==> src/rtl/plru_pkg.sv <==
// Shared types and constants for the tree pseudo-LRU tracker.
//  - plru_state_e : sweep/run controller states
//  - MAX_WAYS     : largest associativity the tracker is built for
//  - is_pow2      : helper for elaboration-time parameter checks
package plru_pkg;

    typedef enum logic [0:0] {
        INIT = 1'b0,
        RUN  = 1'b1
    } plru_state_e;

    localparam int MAX_WAYS = 16;

    function automatic bit is_pow2(input int n);
        return (n >= 2) && ((n & (n - 1)) == 0);
    endfunction

endpackage

==> src/rtl/plru_tree_logic.sv <==
// Purely combinational tree pseudo-LRU logic for one set.
// Tree node i has children 2i+1 (left, lower ways) and 2i+2 (right).
// A node bit of 0 means the victim lies in the left subtree, 1 the right.
// Ports:
//  tree       in   WAYS-1   current tree bits of the set
//  way        in   WAY_W    accessed way (drives next_tree)
//  lock_mask  in   WAYS     ways excluded from victim selection
//  next_tree  out  WAYS-1   tree after an access to 'way'
//  victim     out  WAY_W    victim way chosen from 'tree'
//  all_locked out  1        every way is set in lock_mask
module plru_tree_logic #(
    parameter  int WAYS  = 4,
    localparam int WAY_W = $clog2(WAYS)
) (
    input  logic [WAYS-2:0]  tree,
    input  logic [WAY_W-1:0] way,
    input  logic [WAYS-1:0]  lock_mask,
    output logic [WAYS-2:0]  next_tree,
    output logic [WAY_W-1:0] victim,
    output logic             all_locked
);

    // Walk the root-to-leaf path of 'way' and point every node away from it.
    always_comb begin
        int node;
        next_tree = tree;
        node      = 0;
        for (int lvl = 0; lvl < WAY_W; lvl++) begin
            next_tree[node] = ~way[WAY_W-1-lvl];
            node            = 2 * node + 1 + int'(way[WAY_W-1-lvl]);
        end
    end

    // Follow the tree bits to a leaf, steering around fully locked subtrees.
    always_comb begin
        logic [2*WAYS-1:0] lk;
        int                node;
        logic              take;
        logic              use_mask;
        // lk is a heap of "everything below this node is locked" flags; leaves
        // sit at WAYS-1.., internal nodes are folded bottom-up.
        lk = {(2*WAYS){1'b0}};
        for (int w = 0; w < WAYS; w++) begin
            lk[WAYS-1+w] = lock_mask[w];
        end
        for (int n = WAYS - 2; n >= 0; n--) begin
            lk[n] = lk[2*n+1] & lk[2*n+2];
        end
        all_locked = lk[0];
        // With every way locked the plain tree choice is returned.
        use_mask   = ~lk[0];
        victim     = {WAY_W{1'b0}};
        node       = 0;
        for (int lvl = 0; lvl < WAY_W; lvl++) begin
            if (tree[node]) begin
                take = (use_mask && lk[2*node+2]) ? 1'b0 : 1'b1;
            end else begin
                take = (use_mask && lk[2*node+1]) ? 1'b1 : 1'b0;
            end
            victim[WAY_W-1-lvl] = take;
            node                = 2 * node + 1 + int'(take);
        end
    end

endmodule

==> src/rtl/plru_tracker.sv <==
// Per-set tree pseudo-LRU state store with registered victim lookup and
// read-modify-write update, for any power-of-2 associativity.
// The state array has no reset: after rst0 a sweep clears one set per cycle,
// and init_done rises once every set has been cleared.
// Optional build macro: PLRU_WAYLOCK_EN enables lock-mask steering of the
// victim and the rd_all_locked flag; without it rd_lock_mask is ignored and
// rd_all_locked is tied 0.
// Ports:
//  clk0          in   1        clock
//  rst0          in   1        asynchronous active-high reset
//  init_done     out  1        sweep complete, ports accepted
//  rd_en         in   1        lookup request
//  rd_addr       in   S_INDEX  lookup set
//  rd_lock_mask  in   WAYS     ways excluded from victim
//  rd_valid      out  1        rd_victim valid this cycle
//  rd_victim     out  WAY_W    victim way
//  rd_all_locked out  1        every way masked
//  upd_en        in   1        hit/fill notification
//  upd_addr      in   S_INDEX  accessed set
//  upd_way       in   WAY_W    accessed way
module plru_tracker
    import plru_pkg::*;
#(
    parameter  int S_INDEX = 4,
    parameter  int WAYS    = 4,
    localparam int WAY_W   = $clog2(WAYS)
) (
    input  logic               clk0,
    input  logic               rst0,
    output logic               init_done,
    input  logic               rd_en,
    input  logic [S_INDEX-1:0] rd_addr,
    input  logic [WAYS-1:0]    rd_lock_mask,
    output logic               rd_valid,
    output logic [WAY_W-1:0]   rd_victim,
    output logic               rd_all_locked,
    input  logic               upd_en,
    input  logic [S_INDEX-1:0] upd_addr,
    input  logic [WAY_W-1:0]   upd_way
);

    localparam int                 NUM_SETS = 2 ** S_INDEX;
    localparam int                 TREE_W   = WAYS - 1;
    localparam logic [S_INDEX-1:0] LAST_SET = {S_INDEX{1'b1}};
    localparam logic [S_INDEX-1:0] ONE_SET  = S_INDEX'(1'b1);

    if (!is_pow2(WAYS) || (WAYS > MAX_WAYS)) begin : g_bad_ways
        $error("plru_tracker: WAYS must be a power of 2 between 2 and MAX_WAYS");
    end

    plru_state_e        state_r;
    plru_state_e        state_s;
    logic [S_INDEX-1:0] sweep_cnt_r;
    logic [S_INDEX-1:0] sweep_cnt_s;
    logic [TREE_W-1:0]  mem_r [NUM_SETS];

    logic               mem_we_s;
    logic [S_INDEX-1:0] mem_waddr_s;
    logic [TREE_W-1:0]  mem_wdata_s;
    logic               upd_go_s;
    logic               rd_go_s;

    logic [TREE_W-1:0]  upd_cur_s;
    logic [TREE_W-1:0]  upd_next_s;
    logic [TREE_W-1:0]  rd_cur_s;
    logic [WAY_W-1:0]   rd_victim_s;
    logic               rd_all_locked_s;
    logic [WAYS-1:0]    lock_s;

    logic               init_done_r;
    logic               rd_valid_r;
    logic [WAY_W-1:0]   rd_victim_r;
    logic               rd_all_locked_r;

    logic [WAY_W-1:0]   unused_upd_victim_s;
    logic               unused_upd_all_locked_s;
    logic [TREE_W-1:0]  unused_rd_next_s;

`ifdef PLRU_WAYLOCK_EN
    assign lock_s        = rd_lock_mask;
    assign rd_all_locked = rd_all_locked_r;
`else
    logic unused_lock_s;
    assign lock_s        = {WAYS{1'b0}};
    assign rd_all_locked = 1'b0;
    assign unused_lock_s = ^{rd_lock_mask, rd_all_locked_r};
`endif

    // Sweep/run controller: chooses the array write and gates the request ports.
    always_comb begin
        state_s     = state_r;
        sweep_cnt_s = sweep_cnt_r;
        mem_we_s    = 1'b0;
        mem_waddr_s = upd_addr;
        mem_wdata_s = upd_next_s;
        upd_go_s    = 1'b0;
        rd_go_s     = 1'b0;
        case (state_r)
            INIT: begin
                mem_we_s    = 1'b1;
                mem_waddr_s = sweep_cnt_r;
                mem_wdata_s = {TREE_W{1'b0}};
                if (sweep_cnt_r == LAST_SET) begin
                    state_s     = RUN;
                    sweep_cnt_s = {S_INDEX{1'b0}};
                end else begin
                    sweep_cnt_s = sweep_cnt_r + ONE_SET;
                end
            end
            RUN: begin
                upd_go_s = upd_en;
                rd_go_s  = rd_en;
                mem_we_s = upd_en;
            end
            default: begin
                state_s     = INIT;
                sweep_cnt_s = {S_INDEX{1'b0}};
            end
        endcase
    end

    // Read the current trees; a same-cycle update to the lookup set is forwarded.
    always_comb begin
        upd_cur_s = mem_r[upd_addr];
        if (upd_go_s && (upd_addr == rd_addr)) begin
            rd_cur_s = upd_next_s;
        end else begin
            rd_cur_s = mem_r[rd_addr];
        end
    end

    plru_tree_logic #(.WAYS(WAYS)) u_upd_tree (
        .tree       (upd_cur_s),
        .way        (upd_way),
        .lock_mask  ({WAYS{1'b0}}),
        .next_tree  (upd_next_s),
        .victim     (unused_upd_victim_s),
        .all_locked (unused_upd_all_locked_s)
    );

    plru_tree_logic #(.WAYS(WAYS)) u_rd_tree (
        .tree       (rd_cur_s),
        .way        (upd_way),
        .lock_mask  (lock_s),
        .next_tree  (unused_rd_next_s),
        .victim     (rd_victim_s),
        .all_locked (rd_all_locked_s)
    );

    // Tree state array; cleared by the sweep rather than by reset.
    always_ff @(posedge clk0) begin
        if (mem_we_s) begin
            mem_r[mem_waddr_s] <= mem_wdata_s;
        end
    end

    // Controller state and registered lookup outputs.
    always_ff @(posedge clk0 or posedge rst0) begin
        if (rst0) begin
            state_r         <= INIT;
            sweep_cnt_r     <= {S_INDEX{1'b0}};
            init_done_r     <= 1'b0;
            rd_valid_r      <= 1'b0;
            rd_victim_r     <= {WAY_W{1'b0}};
            rd_all_locked_r <= 1'b0;
        end else begin
            state_r         <= state_s;
            sweep_cnt_r     <= sweep_cnt_s;
            init_done_r     <= (state_s == RUN);
            rd_valid_r      <= rd_go_s;
            rd_all_locked_r <= rd_go_s & rd_all_locked_s;
            if (rd_go_s) begin
                rd_victim_r <= rd_victim_s;
            end
        end
    end

    assign init_done = init_done_r;
    assign rd_valid  = rd_valid_r;
    assign rd_victim = rd_victim_r;

endmodule

==> config.mk <==
export PLATFORM = sky130hd
export DESIGN_NAME = plru_tracker
export DESIGN_NICKNAME = d
export VERILOG_FILES = /design/src/rtl/plru_pkg.sv /design/src/rtl/plru_tree_logic.sv /design/src/rtl/plru_tracker.sv
export SDC_FILE = /design/constraint.sdc
export NUM_CORES = 1
export LEC_CHECK = 0
export ABC_CLOCK_PERIOD_IN_PS = 4760
export CAP_MARGIN = 20
export CORE_ASPECT_RATIO = 0.5
export CORE_MARGIN = 2
export CORE_UTILIZATION = 55
export CTS_CLUSTER_DIAMETER = 100
export CTS_CLUSTER_SIZE = 30
export DETAILED_ROUTE_END_ITERATION = 10
export HOLD_SLACK_MARGIN = 0.02
export PLACE_DENSITY = 0.72
export SETUP_SLACK_MARGIN = 0.3
export SYNTH_ARGS = -nofsm -noshare
export SYNTH_HDL_FRONTEND = slang
export SYNTH_SLANG_ARGS = --single-unit
==> constraint.sdc <==
create_clock -name clk0 -period 4.76 [get_ports clk0]
set_input_delay 0.952 -clock clk0 [delete_from_list [all_inputs] [get_ports clk0]]
set_output_delay 0.952 -clock clk0 [all_outputs]
set_load 0.02 [all_outputs]
==> summary.txt, run 1 <==
Floorplanning
  • Die height: 53.94 um
  • Die X: roughly 100 um
  • # rows: 18
  • I/O pin cnt: 23
  • Core area: just under 5000 um2
  • Initial Util: a little under three fifths
  • DIE AREA: 5602 um2

Final layout
  • Fin nets: 218
  • N_diodes: 0
  • Final non-filler cell total: between 200 and 300
  • Area growth syn-to-layout: 11.54%
  • Most frequent cells in the layout: 48 x edfxtp_1, 23 x nor2_1, 18 x mux4_2
  • Layout cells sized above 1: 15.50%
  • Commonest non-fill, non-tap cell in the layout: edfxtp_1

GRT
  • Initial antenna violation count: 0
  • GRT overflow: 0
  • Largest net degree at the start of global routing: 29
  • Global-route wire length before repair: roughly 8.6 mm
  • GRT Util Overall: 21.60%
  • Vias in the first global route: about 1600

Logic synthesis
  • Synthesis Warnings: 0
  • Yosys reg bits: between 50 and 60
  • Post-synthesis sequential area ratio: 59.85%
  • Synth unique cells: 38
  • XOR/XNOR Fraction of Synth Area: 1.597%
  • Synth area leaders: edfxtp_1 53%, mux4_2 15%, dfrtp_1 7.3%
  • Dominant cell type by area after synthesis: edfxtp_1
  • Syn_nets: around 200
  • Mux contribution to synthesized area: between 20% and 30%
  • Largest family of logic cells by synthesized area: multiplexers
  • Mean Syn Cell Area: approximately 15 um2
  • Adder-Cell Fraction of Synth Area: less than 1%
  • Post-synth top area share: a little over half
  • Syn Std Cell Area: around 2700 um2
  • Cells after synthesis: 185
  • Post-synthesis compound-gate area fraction: between 4 and 5%
  • Area fraction in and, or, nand and nor cells after synthesis: 10.49%

Worst setup path
  • Crit path required time: 4.75 ns
  • Startpoint Class: input pin
  • Worst-path fanout max: 16
  • Crit path DAT: between 3 and 4 ns
  • Critical path class: in2reg
  • Critical Path Max Stage Delay: around 0.97 ns
  • Element type at the critical path end: register
  • Worst-path cell chain: clkdlybuf4s50_1 -> mux4_2 -> a22oi_1 -> nand3_1 -> and3_1
  • Crit Reg-Reg Startpoint: init_done
  • Reg-to-reg critical path endpoint: mem_r[11][0]
  • CP max-delay cell: clkdlybuf4s50_1
  • R2R Setup Slk: about 2.7 ns
  • Reg2reg path depth: 1

Timing
  • Slew @ Worst Pin: 0.9330 ns
  • Tcrit/Tclk final: 69.03%
  • Setup_tns: 0 ns
  • Slew Viols, Final: 0
  • Final hold slack: 0.4918 ns
  • Fin. Hold Viols: 0
  • RSZ-0062 raised after global routing: false
  • Final Skew: ~0.0078 ns
  • Slew headroom: 37.68%
  • Min cycle time layout: between 3 and 4 ns
  • Maximum clock rate: 0.3044 GHz
  • # setup viols final: 0

Routing
  • First-pass iteration count of the detailed router: 4
  • WL per Instance: 20.50 um
  • Remaining DRCs: 0
  • Routed Wire Length: about 5.5 mm
  • Detail Route Antenna Nets: 0
  • Vias: ~1700
  • Initial DRC count: 162
  • Via density: approximately 6.2

Clock tree
  • CTS buffer count: 5
  • CTS tree: yes
  • Post-CTS Resized: 0
  • CTS Buffer Depth: 2
  • Clock sinks: 56
  • Root Driver: clkbuf_8
  • Clock slew at reported path FFs: 0.10 ns
  • Clk_lat worst skew: around 0.31 ns
  • H-tree depth: 2
  • # hold bufs at CTS: 0
  • Number of setup buffers added after CTS: 0

Pwr
  • Leak pwr: roughly 1.0 nW
  • Power, Total: around 0.96 mW
  • Peak supply drop: 150.0 uV
  • Pwr Density: roughly 320 nW/um2

Worst hold path
  • Hold path endpoint: rd_victim[1]
  • Hold path startpoint: rd_victim[1]
  • Number of cells on the worst hold path: 2
  • Hold WC Path Type: reg2reg

Placement
  • Number of I/O port buffers: 17
  • Placed wire-length estimate: ~4.0 mm
  • Final Wtd Congestion: 0.8227
  • Dpl cells: approximately 260

Status
  • Status: finished, final reports clean

Job
  • Maximum capacitance violations: 0
per-layer routing:
metal	track usage (%)	routed length (um)	vias up
li1	-	-	744
met1	32.02	2598	836
met3	5.690	545	11
met5	0	0	-
met2	31.91	2317	94
met4	6.306	72	0
through the flow:
| stage | instance area [um2] | util, % | setup slack (ns) |
|---|---|---|---|
| 2_1_floorplan | 2743 | - | 2.313 |
| 3_3_place_gp | 2948 | 60.60 | 1.205 |
| 3_5_place_dp | 2948 | 60.60 | 1.144 |
| 4_1_cts | 3059 | 62.89 | 1.489 |
| 5_1_grt | 3059 | 62.89 | 1.343 |
| 6_report | 3059 | 62.89 | 1.474 |
worst max-delay path: cells and delay by family:
family / cells / cell delay (ns)
simple gates: 2 / 0.50
buf+inv: 1 / 0.97
mux: 1 / 0.62
compound gates: 1 / 0.22
synth_stat cells:
library cell,count
o31ai_1,1
nor2b_1,4
and3_1,2
buf_2,2
nor2_1,23
xnor2_1,2
nor3b_1,4
inv_1,2
nand2_1,12
o21ai_1,3
mux2_2,3
nor4_2,1
nand2b_1,3
buf_6,1
edfxtp_1,48
nand4_1,1
a221oi_1,1
clkbuf_1,5
nand3_1,6
mux4_2,18
conb_1,1
o22a_1,1
mux2i_1,5
ha_1,1
mux2_1,1
nand4bb_1,1
a31o_1,1
buf_4,2
nor3_1,2
a22oi_1,3
a21oi_1,6
a31oi_1,3
inv_2,1
dfrtp_1,8
xor2_1,3
a211o_1,1
clkbuf_2,1
mux4_1,2
state kept, by name, indices dropped and copies added, names as in the netlist:
signal	count
rd_victim	2
mem_r	48
rd_valid	1
sweep_cnt_r	4
init_done	1
cell type report:
class                      instances  area, um2
clock buffer                       6      72.57
clock inverter                     2      38.79
fill                             365       1805
inverter                           3      11.26
multi-input combinational        115       1030
sequential                        56       1642
tap                               70      87.58
timing repair buffer              18      177.7
how the worst max path moves through the flow:
stage / startpoint / to / slack (ns) / depth (start not counted)
after global routing: upd_addr[0] / mem_r[15][2] / 1.34 / 5
after global placement: upd_addr[0] / mem_r[11][1] / 1.20 / 5
final: upd_addr[0] / mem_r[6][2] / 1.47 / 5
after CTS: upd_addr[0] / mem_r[2][2] / 1.49 / 5
after detailed placement: upd_addr[0] / mem_r[2][2] / 1.14 / 5
after floorplan: upd_addr[0] / mem_r[0][2] / 2.31 / 5
power by group:
| group | leakage, nW | total, mW | switching [mW] | internal (mW) |
|---|---|---|---|---|
| Combinational | 0.434 | 0.104 | 0.0569 | 0.0467 |
| Clock | 0.0558 | 0.313 | 0.154 | 0.159 |
| Sequential | 0.533 | 0.548 | 0.00299 | 0.545 |
cells by family (layout without fill, tap and decap cells):
logic type / after synthesis / count (layout)
AO/OA/AOI/OAI: 20 / 20
buffers and inverters: 14 / 29
other: 1 / 1
adder cells (fa/ha/maj): 1 / 1
XOR/XNOR: 5 / 5
AND/OR/NAND/NOR: 59 / 59
flip-flops: 56 / 56
multiplexers: 29 / 29
No activity file was read; power rests on OpenSTA's default activity.
==> inputs of run 2 (changes only) <==
- ABC_CLOCK_PERIOD_IN_PS: 4760 -> 3360
- clock period: 4.76 -> 3.36 ns (I/O delays scaled with it)
==> run 2 against run 1 <==
  * Sequential share of layout area down 0.13 points
  * Sequential cell count unchanged
  * Critical endpoint is now mem_r[15][1]
  * Wire length rose by 3.4%
  * Combinational power is 45% higher
  * Worst hold slack better by 0.0040 ns
  * Worst setup slack worse by 0.76 ns
  * Sequential power rose by 42%
==> summary.txt, run 2 (synthesis results as in run 1) <==
Placement
  • Dpl cells: around 270
  • Placed wire-length estimate: between 4 and 5 mm
  • Worst slack, placed: roughly 0.37 ns
  • Final Wtd Congestion: roughly 0.86
  • Number of I/O port buffers: 17

Final layout
  • Fin nets: between 200 and 250
  • Fin util: a little over three fifths
  • Largest Register: mem_r
  • Area growth syn-to-layout: 11.82%
  • Max FFs per register: 48
  • N_diodes: 0
  • Final non-filler cell total: 274
  • Most frequent cells in the layout: 48 x edfxtp_1, 23 x nor2_1, 18 x mux4_2
  • Layout cells sized above 1: 17.16%
  • Commonest non-fill, non-tap cell in the layout: edfxtp_1

Clock tree
  • Root Driver: clkbuf_8
  • Clk_lat worst skew: approximately 0.32 ns
  • H-tree depth: 2
  • # hold bufs at CTS: 0
  • CTS Buffer Depth: 2
  • CTS tree: yes
  • Clock slew at reported path FFs: roughly 0.10 ns
  • Post-CTS Resized: 0
  • Number of setup buffers added after CTS: 0
  • CTS buffer count: 5
  • Clock sinks: 56

Timing
  • Setup_tns: 0 ns
  • Min cycle time layout: around 2.6 ns
  • Slew @ Worst Pin: 0.7510 ns
  • Final Skew: around 0.0095 ns
  • # setup viols final: 0
  • Maximum clock rate: about 0.38 GHz
  • Fin worst setup slack: 0.7137 ns
  • Final hold slack: ~0.5 ns
  • Fin. Hold Viols: 0
  • Slew headroom: between 40% and 50%
  • RSZ-0062 raised after global routing: false
  • Tcrit/Tclk final: about four fifths
  • Slew Viols, Final: 0

Worst setup path
  • Critical path class: in2reg
  • Worst-path cell chain: clkdlybuf4s50_1 -> buf_4 -> mux4_2 -> a22oi_1 -> nand4_1 -> and3_1
  • Worst-path fanout max: 16
  • Startpoint Class: input pin
  • Crit path required time: approximately 3.4 ns
  • Crit path DAT: 2.63 ns
  • Crit path buf inv count: 2
  • Element type at the critical path end: register
  • Top Family by Delay on Critical Path: buffers and inverters
  • Critical Path Max Stage Delay: around 0.55 ns
  • CP max-delay cell: mux4_2

Floorplanning
  • Core area: a little under 5000 um2
  • # rows: 18
  • Die X: between 100 and 150 um
  • Die height: 53.94 um
  • Initial Util: between 50 and 60%
  • I/O pin cnt: 23
  • DIE AREA: around 5600 um2

GRT
  • Initial antenna violation count: 0
  • Largest net degree at the start of global routing: 29
  • GRT overflow: 0
  • GRT Util Overall: a little under a quarter
  • Grt met3 use: between 6 and 7%
  • Vias in the first global route: ~1600
  • Top Usage Layer GRT: met2
  • Met1 GRT Util: about a third
  • Global-route wire length before repair: approximately 9.2 mm
  • Grt met2 use: 35.53%

Routing
  • Vias: 1721
  • Detail Route Antenna Nets: 0
  • Via density: about 6.3
  • First-pass iteration count of the detailed router: 5
  • Remaining DRCs: 0
  • Initial DRC count: about 230
  • WL per Instance: 20.88 um
  • Routed Wire Length: roughly 5.7 mm

Job
  • Maximum capacitance violations: 0

Worst hold path
  • Hold WC Path Type: reg2reg

Status
  • Status: finished, final reports clean

Pwr
  • Pwr Density: roughly 420 nW/um2
  • Peak supply drop: roughly 190 uV
  • Leak pwr: just over 1 nW
==> run 2: changes by cell type in the layout (fill, tap and decap cells not counted), sizes merged <==
cell / previous run / this run
bufinv: 1 / 0
clkinv: 0 / 1
buf: 1 / 5
inv: 4 / 3
clkinvlp: 0 / 1
==> run 2: final timing paths <==
check / from / end / slack [ns] / cells past startpoint
max in group asynchronous: rst0 / sweep_cnt_r[1] / 2.54 / 2
worst min-delay path: rd_victim[1] / rd_victim[1] / 0.50 / 2
min in group asynchronous: rst0 / rd_victim[1] / 0.59 / 2
worst min register to register: rd_victim[1] / rd_victim[1] / 0.50 / 2
worst max register to register: init_done / mem_r[1][0] / 1.40 / 2
worst max-delay path: upd_addr[0] / mem_r[15][1] / 0.71 / 6
==> run 2: worst reg2reg max path, delay by kind of cell, from the launching register on <==
family	cells	cell delay (ns)
flops	1	0.84
simple gates	1	0.43
compound gates	1	0.36
==> run 2: final cells by class <==
| cell class | instances | area (um2) |
|---|---|---|
| Clock buffer | 6 | 72.57 |
| Clock inverter | 2 | 16.27 |
| Fill cell | 370 | 1798 |
| Inverter | 3 | 11.26 |
| Multi-Input combinational cell | 115 | 1030 |
| Sequential cell | 56 | 1642 |
| Tap cell | 70 | 87.58 |
| Timing Repair Buffer | 22 | 207.7 |
==> run 2: power by group <==
| part | switching [mW] | internal (mW) | leakage [nW] |
|---|---|---|---|
| clock | 0.222 | 0.149 | 0.0414 |
| combinational | 0.0824 | 0.0690 | 0.453 |
| sequential | 0.00439 | 0.772 | 0.533 |
| total | 0.309 | 0.989 | 1.03 |
==> run 2: per-layer routing <==
metal | wire [um] | up-vias | share of wire, %
li1 | - | 755 | -
met1 | 2499 | 849 | 44
met2 | 2472 | 107 | 43
met3 | 677 | 10 | 12
met4 | 72 | 0 | 1.3
met5 | 0 | - | 0
==> run 2: per-stage QoR <==
stage / power [mW] / instance area [um2]
2_1_floorplan: 0.8858 / 2743
3_3_place_gp: 0.9386 / 2978
3_5_place_dp: 0.9426 / 2978
4_1_cts: 1.308 / 3067
5_1_grt: 1.340 / 3067
6_report: 1.299 / 3067
